[config.mk]
export PLATFORM = sky130hd
export DESIGN_NAME = rglib_rotate_arb
export DESIGN_NICKNAME = d
export VERILOG_FILES = /design/src/rtl/rglib_rotate_arb.sv
export SDC_FILE = /design/constraint.sdc
export NUM_CORES = 1
export LEC_CHECK = 0
export CORE_UTILIZATION = 40
export CTS_BUF_LIST = sky130_fd_sc_hd__clkbuf_16
export DETAILED_ROUTE_END_ITERATION = 12
export PLACE_DENSITY = 0.83
export SLEW_MARGIN = 20
export SYNTH_ARGS = -nofsm -noshare
export SYNTH_HDL_FRONTEND = slang
export SYNTH_SLANG_ARGS = --single-unit
[constraint.sdc]
create_clock -name clk -period 4.4 [get_ports clk]
set_input_delay 0.66 -clock clk [delete_from_list [all_inputs] [get_ports clk]]
set_output_delay 0.66 -clock clk [all_outputs]
set_load 0.01 [all_outputs]
[src/rtl/rglib_rotate_arb.sv]
// rglib_rotate_arb: round-robin sharing of one rotator between N_REQ requesters.
// A tag FIFO steers each result back to the requester that issued it.
module rglib_rotate_arb #(
    parameter int N_REQ     = 4,
    parameter int DATA_W    = 32,
    parameter int SHIFT_W   = 5,
    parameter int TAG_DEPTH = 4
) (
    input  logic                       clk,
    input  logic                       reset,
    input  logic [N_REQ-1:0]           i_req_valid,
    output logic [N_REQ-1:0]           o_req_ready,
    input  logic [N_REQ*DATA_W-1:0]    i_req_data,
    input  logic [N_REQ*SHIFT_W-1:0]   i_req_shift,
    input  logic [N_REQ-1:0]           i_req_dir,
    output logic                       o_in_valid,
    output logic [DATA_W-1:0]          o_in_data,
    output logic [SHIFT_W-1:0]         o_in_shift,
    output logic                       o_in_dir,
    input  logic                       i_out_valid,
    input  logic [DATA_W-1:0]          i_out_data,
    output logic [N_REQ-1:0]           o_rsp_valid,
    output logic [DATA_W-1:0]          o_rsp_data,
    input  logic                       i_flush_req,
    output logic                       o_flush_done,
    output logic                       o_err_orphan
);
    localparam int PW = (N_REQ > 1) ? $clog2(N_REQ) : 1;
    localparam int AW = (TAG_DEPTH > 1) ? $clog2(TAG_DEPTH) : 1;
    localparam int CW = $clog2(TAG_DEPTH + 1);
    localparam logic [CW-1:0]    FULL    = CW'(TAG_DEPTH);
    localparam logic [AW-1:0]    LAST    = AW'(TAG_DEPTH - 1);
    localparam logic [PW-1:0]    PTR_RST = PW'(N_REQ - 1);
    localparam logic [N_REQ-1:0] ONE     = N_REQ'(1);

    typedef enum logic [1:0] {RUN, DRAIN, HALT} state_t;

    state_t          r_state, w_next;
    logic [PW-1:0]   r_ptr, w_win, w_idx;
    logic [CW-1:0]   r_cnt;
    logic [AW-1:0]   r_wp, r_rp;
    logic [PW-1:0]   r_tag [TAG_DEPTH];
    logic            w_found, w_en, w_accept, w_pop;

    always_comb begin
        w_found = 1'b0;
        w_win   = '0;
        w_idx   = '0;
        for (int k = 1; k <= N_REQ; k++) begin
            w_idx = PW'((int'(r_ptr) + k) % N_REQ);
            if (!w_found && i_req_valid[w_idx]) begin
                w_found = 1'b1;
                w_win   = w_idx;
            end
        end
    end

    // Full check uses the pre-update count, so a same-cycle pop never frees a slot early.
    assign w_en         = reset && r_state == RUN && !i_flush_req && r_cnt < FULL;
    assign w_accept     = w_en && w_found;
    assign w_pop        = i_out_valid && r_cnt != '0;
    assign o_req_ready  = w_accept ? (ONE << w_win) : '0;
    assign o_flush_done = r_state == HALT;

    always_comb begin
        w_next = r_state;
        w_next = (r_state == RUN && i_flush_req)   ? DRAIN :
                 (r_state == DRAIN && r_cnt == '0) ? HALT  :
                 (r_state == HALT && !i_flush_req) ? RUN   : r_state;
    end

    always_ff @(posedge clk) begin
        if (!reset) begin
            r_state      <= RUN;
            r_ptr        <= PTR_RST;
            r_cnt        <= '0;
            r_wp         <= '0;
            r_rp         <= '0;
            o_in_valid   <= 1'b0;
            o_in_data    <= '0;
            o_in_shift   <= '0;
            o_in_dir     <= 1'b0;
            o_rsp_valid  <= '0;
            o_rsp_data   <= '0;
            o_err_orphan <= 1'b0;
        end else begin
            r_state     <= w_next;
            o_in_valid  <= w_accept;
            o_rsp_valid <= w_pop ? (ONE << r_tag[r_rp]) : '0;
            r_cnt       <= r_cnt + CW'(w_accept) - CW'(w_pop);
            if (w_accept) begin
                o_in_data     <= i_req_data[w_win*DATA_W +: DATA_W];
                o_in_shift    <= i_req_shift[w_win*SHIFT_W +: SHIFT_W];
                o_in_dir      <= i_req_dir[w_win];
                r_ptr         <= w_win;
                r_tag[r_wp]   <= w_win;
                r_wp          <= (r_wp == LAST) ? '0 : r_wp + 1'b1;
            end
            if (w_pop) begin
                o_rsp_data <= i_out_data;
                r_rp       <= (r_rp == LAST) ? '0 : r_rp + 1'b1;
            end
            if (i_out_valid && r_cnt == '0)
                o_err_orphan <= 1'b1;
        end
    end
endmodule

==> flow_summary.json, run 1 <==
{
  "cts_buffers": 9,
  "synth_simple_gate_area_frac": 0.164,
  "arrival_ns": 3.05,
  "synthMuxAreaShare": 0.0595,
  "synth_top_family_by_area": "compound AO/OA/AOI/OAI gates",
  "yosysWarnings": 0,
  "hold_viol": 0,
  "synth_fa_ha_area_frac": 0.0217,
  "synth_enable_flop_cells": 8,
  "start_util": 0.412,
  "grt_max_degree": 65,
  "wl_per_cell_um": 17.2,
  "io_buffers": 272,
  "drv_slew": 0,
  "cp_max_fo": 26,
  "slowest_delay_ns": 0.56,
  "place.gp.congestion": 0.861,
  "finalNonFillerCells": 966,
  "num_vias": 5180,
  "cp.required_ns": 3.74,
  "start_kind": "input port",
  "numClockSinks": 97,
  "yosys.area.top_type": "dfxtp_1",
  "ant_nets": 0,
  "syn_area_per_cell_sq_um": 9.07,
  "drtPass1Iterations": 4,
  "worstSkewPairLatency_ns": 0.35,
  "drive_above_1_share": 0.0815,
  "netlist_area_sq_mm": 0.00496,
  "drcViolationCount": 0,
  "path_buf_inv": 3,
  "worstPathCellList": "clkdlybuf4s50_1, or4_1, and3_1, buf_4, nand2_1, nor2_1, clkdlybuf4s50_1",
  "finalNetCount": 993,
  "hp-class": "flip-flop to flip-flop",
  "syn_inst": 547,
  "antenna_found_initial": 0,
  "ys_ff_latch": 97,
  "clockBufferDepth": 2,
  "die_area_sq_mm": 0.0129,
  "via_per_inst": 5.36,
  "dieWidth_um": 113,
  "p_leak_uw": 0.00291,
  "peakVddDrop_mv": 0.183,
  "final_common_cell": "clkdlybuf4s50_1",
  "first_global_vias": 5108,
  "diodes": 0,
  "powerDensity_mw_per_mm2": 381,
  "synth_xor_area_frac": 0.00353,
  "seq_area_frac_synth": 0.407,
  "track_usage": 0.258,
  "critPathKind": "input port to output pin",
  "ctsRootBufferMaster": "clkbuf_16",
  "dpl.hpwl_um": 12300,
  "ys.flop_type": "dfxtp_1",
  "min_period_ns": 3.71,
  "cp_slowest_cell": "or4_1",
  "core_area_sq_mm": 0.0121,
  "setup_viol": 0,
  "cts_tree": "done",
  "outcome": "complete, no violations",
  "drt-initial-drc-count": 356,
  "ioPinCount": 273,
  "die_h_um": 113,
  "wirelength_um": 16600,
  "ctsResizeCount": 0,
  "clock.fmax_ghz": 0.270,
  "hold_buffers": 0,
  "cp_common_cell": "clkdlybuf4s50_1",
  "grt-ovfl-total": 0,
  "yosys-top-cells-area": "dfxtp_1, nand2_1, a21boi_0",
  "rows": 40,
  "tns_ns": 0,
  "slew_headroom": 0.446,
  "numPlacedInstances": 950,
  "path_clk_slew_ns": 0.06,
  "cap_violations": 0,
  "critPathTopFamily": "buffers and inverters",
  "synth_cell_types": 54,
  "syn-num-nets": 747,
  "critPathCaptureType": "output pin",
  "nFillCells": 943,
  "final_cell_mix": "clkdlybuf4s50_1, nand2_1, dfxtp_1",
  "synthArstFlopShare": 0,
  "grt_pass1_wl_um": 25700,
  "synth-compound-area-share": 0.282,
  "rsz0062_at_grt": "no",
  "synth_top_cell_area_share": 0.359,
  "skew_ns": 0.00792,
  "area_growth_pct": 61.9,
  "final.period_utilization": 0.843,
  "postCtsSetupBuffers": 0,
  "htreeDepth": 3,
  "worst_pin_slew_ns": 0.830
}
==> metal layers <==
layer,track usage,share of wire
met1,0.274,0.38
met2,0.467,0.51
met3,0.0675,0.078
met4,0.140,0.039
met5,0,0
==> final cells by class <==
cell class,count,area (sq um),area share
tap,168,210,0.0262
clock buffer,10,250,0.0311
multi-input combinational,389,2650,0.330
timing repair buffer,285,2820,0.350
clock inverter,6,40.0,0.00498
inverter,11,46.3,0.00576
sequential,97,2020,0.252
==> state kept, by name, indices dropped and copies added, names as in the netlist, named ones only <==
register	flops
o_in_dir	1
r_cnt	3
r_wp	2
o_err_orphan	1
r_rp	2
o_rsp_data	32
r_state	2
r_ptr	2
r_tag	8
o_in_valid	1
o_in_shift	5
o_rsp_valid	4
o_in_data	32
==> power by group <==
group | internal, uW | switching (uW) | total, uW
logic | 608 | 546 | 1150
registers | 1050 | 94.2 | 1150
clock network | 417 | 348 | 765
==> synth_stat cells, drive strengths merged, types with 4 or more instances <==
master	number
a21boi	36
ha	7
and2	8
buf	23
a21oi	19
dfxtp	89
a221o	16
nand2	112
o31ai	17
and4	5
nor3	6
nor2b	4
nor2	12
edfxtp	8
a211oi	17
mux2i	7
a311oi	16
clkbuf	27
inv	10
mux2	16
o21ai	25
o31a	21
o211ai	5
nand4	16
==> worst register-to-register path: stages, from the launching register on <==
cell     delay (ns)
dfxtp_1        0.34
nor4b_1        0.31
and3_1         0.30
inv_6          0.07
ha_1           0.28
inv_1          0.04
ha_1           0.18
fa_1           0.37
xor2_1         0.16
xnor2_1        0.13
and2_1         0.16
==> through the flow <==
step                      cell area (sq um)  hold slack (ns)  worst slack, ns   util  power [uW]
final                                  8040            0.462            0.690  0.666        3070
after floorplan                        4960            0.458             1.63      -        1750
after global routing                   8040            0.482            0.585  0.666        3250
after CTS                              8040            0.467            0.701  0.666        3090
after global placement                 7740            0.446            0.786  0.642        2280
after detailed placement               7740            0.454            0.703  0.642        2320
==> path summary, 6_finish.rpt <==
kind                  start              to  slack, ns  cells after the start
max reg2reg      r_state[0]        r_cnt[2]       1.96                     10
min          o_rsp_data[24]  o_rsp_data[24]       0.46                      2
min reg2reg  o_rsp_data[24]  o_rsp_data[24]       0.46                      2
max          i_req_valid[1]  o_req_ready[2]       0.69                      7
==> kinds of logic (layout without fill, tap and decap cells) <==
| family | after synthesis | in the layout |
|---|---|---|
| adder cells (fa/ha/maj) | 8 | 8 |
| multiplexers | 25 | 25 |
| flip-flops | 97 | 97 |
| AND/OR/NAND/NOR | 175 | 175 |
| buffers and inverters | 61 | 312 |
| XOR/XNOR | 2 | 2 |
| AO/OA/AOI/OAI | 179 | 179 |
Note: power is estimated with default switching activity, not from simulation.
==> run 2: changes to the inputs <==
--- a/config.mk
+++ b/config.mk
@@ -5,10 +5,10 @@
 export SDC_FILE = /design/constraint.sdc
 export NUM_CORES = 1
 export LEC_CHECK = 0
-export CORE_UTILIZATION = 40
+export CORE_UTILIZATION = 35
 export CTS_BUF_LIST = sky130_fd_sc_hd__clkbuf_16
 export DETAILED_ROUTE_END_ITERATION = 12
-export PLACE_DENSITY = 0.83
+export PLACE_DENSITY = 0.77
 export SLEW_MARGIN = 20
 export SYNTH_ARGS = -nofsm -noshare
 export SYNTH_HDL_FRONTEND = slang
==> constraint.sdc (replaced) <==
create_clock -name clk -period 3.1 [get_ports clk]
set_input_delay 0.465 -clock clk [delete_from_list [all_inputs] [get_ports clk]]
set_output_delay 0.465 -clock clk [all_outputs]
set_load 0.01 [all_outputs]
==> run 2 against run 1 <==
Effect of this change:
- largest cell class unchanged
- register-to-register slack got worse by 1.5 ns
- critical path depth fell by 1
- critical path type unchanged
- clock power rose by 54%
- total power rose by 46%
- largest power group is now combinational logic
- cell count rose by 2.6%
- highest routed layer unchanged
==> flow_summary.json, run 2 (synthesis gave the netlist of run 1 again) <==
{
  "tns_ns": 0,
  "final.period_utilization": 0.942,
  "clockBufferDepth": 2,
  "arrival_ns": 2.45,
  "top_regs": "o_in_data x32, o_rsp_data x32, r_tag x8",
  "finalNetCount": 1006,
  "drcViolationCount": 0,
  "path_clk_slew_ns": 0.07,
  "core_area_sq_mm": 0.0139,
  "ctsResizeCount": 0,
  "clkPwrFrac": 0.264,
  "cts_tree": "done",
  "wirelength_um": 16700,
  "finalNonFillerCells": 991,
  "hp-class": "flip-flop to flip-flop",
  "place.gp.congestion": 0.861,
  "htreeDepth": 3,
  "diodes": 0,
  "p_int_uw": 3080,
  "die_h_um": 121,
  "rr_worst_depth": 7,
  "rows": 43,
  "clock.fmax_ghz": 0.343,
  "skew_ns": 0.00997,
  "power.switching_uw": 1400,
  "via_per_inst": 5.32,
  "power_frac_seq": 0.364,
  "cts_buffers": 9,
  "wl_per_cell_um": 16.9,
  "area_growth_pct": 64.6,
  "die_area_sq_mm": 0.0147,
  "start_kind": "input port",
  "drt-initial-drc-count": 207,
  "grt_pass1_wl_um": 25800,
  "critPathCaptureType": "output pin",
  "endpoint": "o_req_ready[3]",
  "antenna_found_initial": 0,
  "slew_headroom": 0.329,
  "rrSetupSlack_ns": 0.42,
  "hold_viol": 0,
  "p_sw_frac": 0.312,
  "ant_nets": 0,
  "num_vias": 5268,
  "first_global_vias": 5316,
  "grt-ovfl-total": 0,
  "pwr-share-comb": 0.372,
  "rsz0062_at_grt": "no",
  "final_common_cell": "clkdlybuf4s50_1",
  "worstSkewPairLatency_ns": 0.33,
  "ff_latch_area_sq_mm": 0.00202,
  "drv_slew": 0,
  "drtPass1Iterations": 6,
  "powerDensity_mw_per_mm2": 549,
  "dieWidth_um": 121,
  "rr_startpoint": "r_state[0]",
  "setup_viol": 0,
  "postCtsSetupBuffers": 0,
  "grt_max_degree": 65,
  "cap_violations": 0,
  "critPathKind": "input port to output pin",
  "start_util": 0.358,
  "worst_pin_slew_ns": 1.00,
  "drive_above_1_share": 0.0949,
  "track_usage": 0.225,
  "outcome": "complete, no violations",
  "timing.rr.end": "o_in_data[14]",
  "numPlacedInstances": 975,
  "nFillCells": 1163,
  "cp.required_ns": 2.63,
  "min_period_ns": 2.92,
  "ctsRootBufferMaster": "clkbuf_16",
  "multi_input_area_sq_mm": 0.00265,
  "final_cell_mix": "clkdlybuf4s50_1, nand2_1, dfxtp_1",
  "hold_buffers": 0,
  "io_buffers": 272,
  "whs_path_depth": 2,
  "dpl.hpwl_um": 12400,
  "cp_max_fo": 4,
  "peakVddDrop_mv": 0.310,
  "ioPinCount": 273,
  "p_leak_uw": 0.00299,
  "fin_util": 0.589,
  "numClockSinks": 97,
  "startpoint": "i_req_valid[1]"
}
-- run 2: changes by cell type in the layout (fill, tap and decap cells not counted) --
cell	change
buf_4	+13
bufinv_16	+2
clkbuf_16	-1
clkinv_1	-1
clkinv_4	-1
clkinvlp_4	-1
inv_1	+1
inv_6	+1
o21ai_1	+1
o21ai_2	-1
-- run 2: cell type report --
type                            count  area share
Sequential cell                    97       0.247
Clock inverter                      7      0.0113
Multi-Input combinational cell    389       0.324
Clock buffer                        9      0.0276
Timing Repair Buffer              298       0.356
Inverter                           11     0.00567
Tap cell                          180      0.0276
-- run 2: worst max-delay path: stages --
cell and delay (ns):
clkdlybuf4s50_1 0.43, or4_1 0.55, and3_1 0.30, nand2_1 0.16, nor2_1 0.06, clkdlybuf4s50_1 0.48
-- run 2: worst min path at each step --
stage,from,end
after global placement,o_rsp_data[22],o_rsp_data[22]
after detailed placement,o_rsp_data[1],o_rsp_data[1]
final,o_rsp_data[16],o_rsp_data[16]
after floorplan,r_state[0],r_state[0]
after global routing,o_rsp_data[11],o_rsp_data[11]
after CTS,o_rsp_data[1],o_rsp_data[1]
-- run 2: power groups by stage --
stage,Combinational (uW),Sequential [uW],Clock (uW)
final,1670,1630,1180
after global routing,1820,1660,1270
after CTS,1680,1630,1220
after detailed placement,1670,1650,0
after global placement,1630,1640,0
after floorplan,770,1720,0
-- run 2: per-stage QoR --
| step | setup WS, ns | hold slack (ns) | total power, uW | area, sq um |
|---|---|---|---|---|
| after floorplan | 0.423 | 0.458 | 2490 | 4960 |
| final | 0.181 | 0.465 | 4480 | 8170 |
| after global routing | 0.0863 | 0.495 | 4750 | 8170 |
| after global placement | 0.0365 | 0.452 | 3270 | 7850 |
| after detailed placement | -0.0120 | 0.458 | 3330 | 7850 |
| after CTS | 0.180 | 0.467 | 4530 | 8170 |
-- run 2: layer usage --
layer / share of wire / vias to the layer above / global-route usage
li1: - / 2525 / -
met3: 0.076 / 29 / 0.0442
met4: 0.029 / 0 / 0.103
met5: 0 / - / 0
met1: 0.39 / 2460 / 0.258
met2: 0.51 / 254 / 0.402
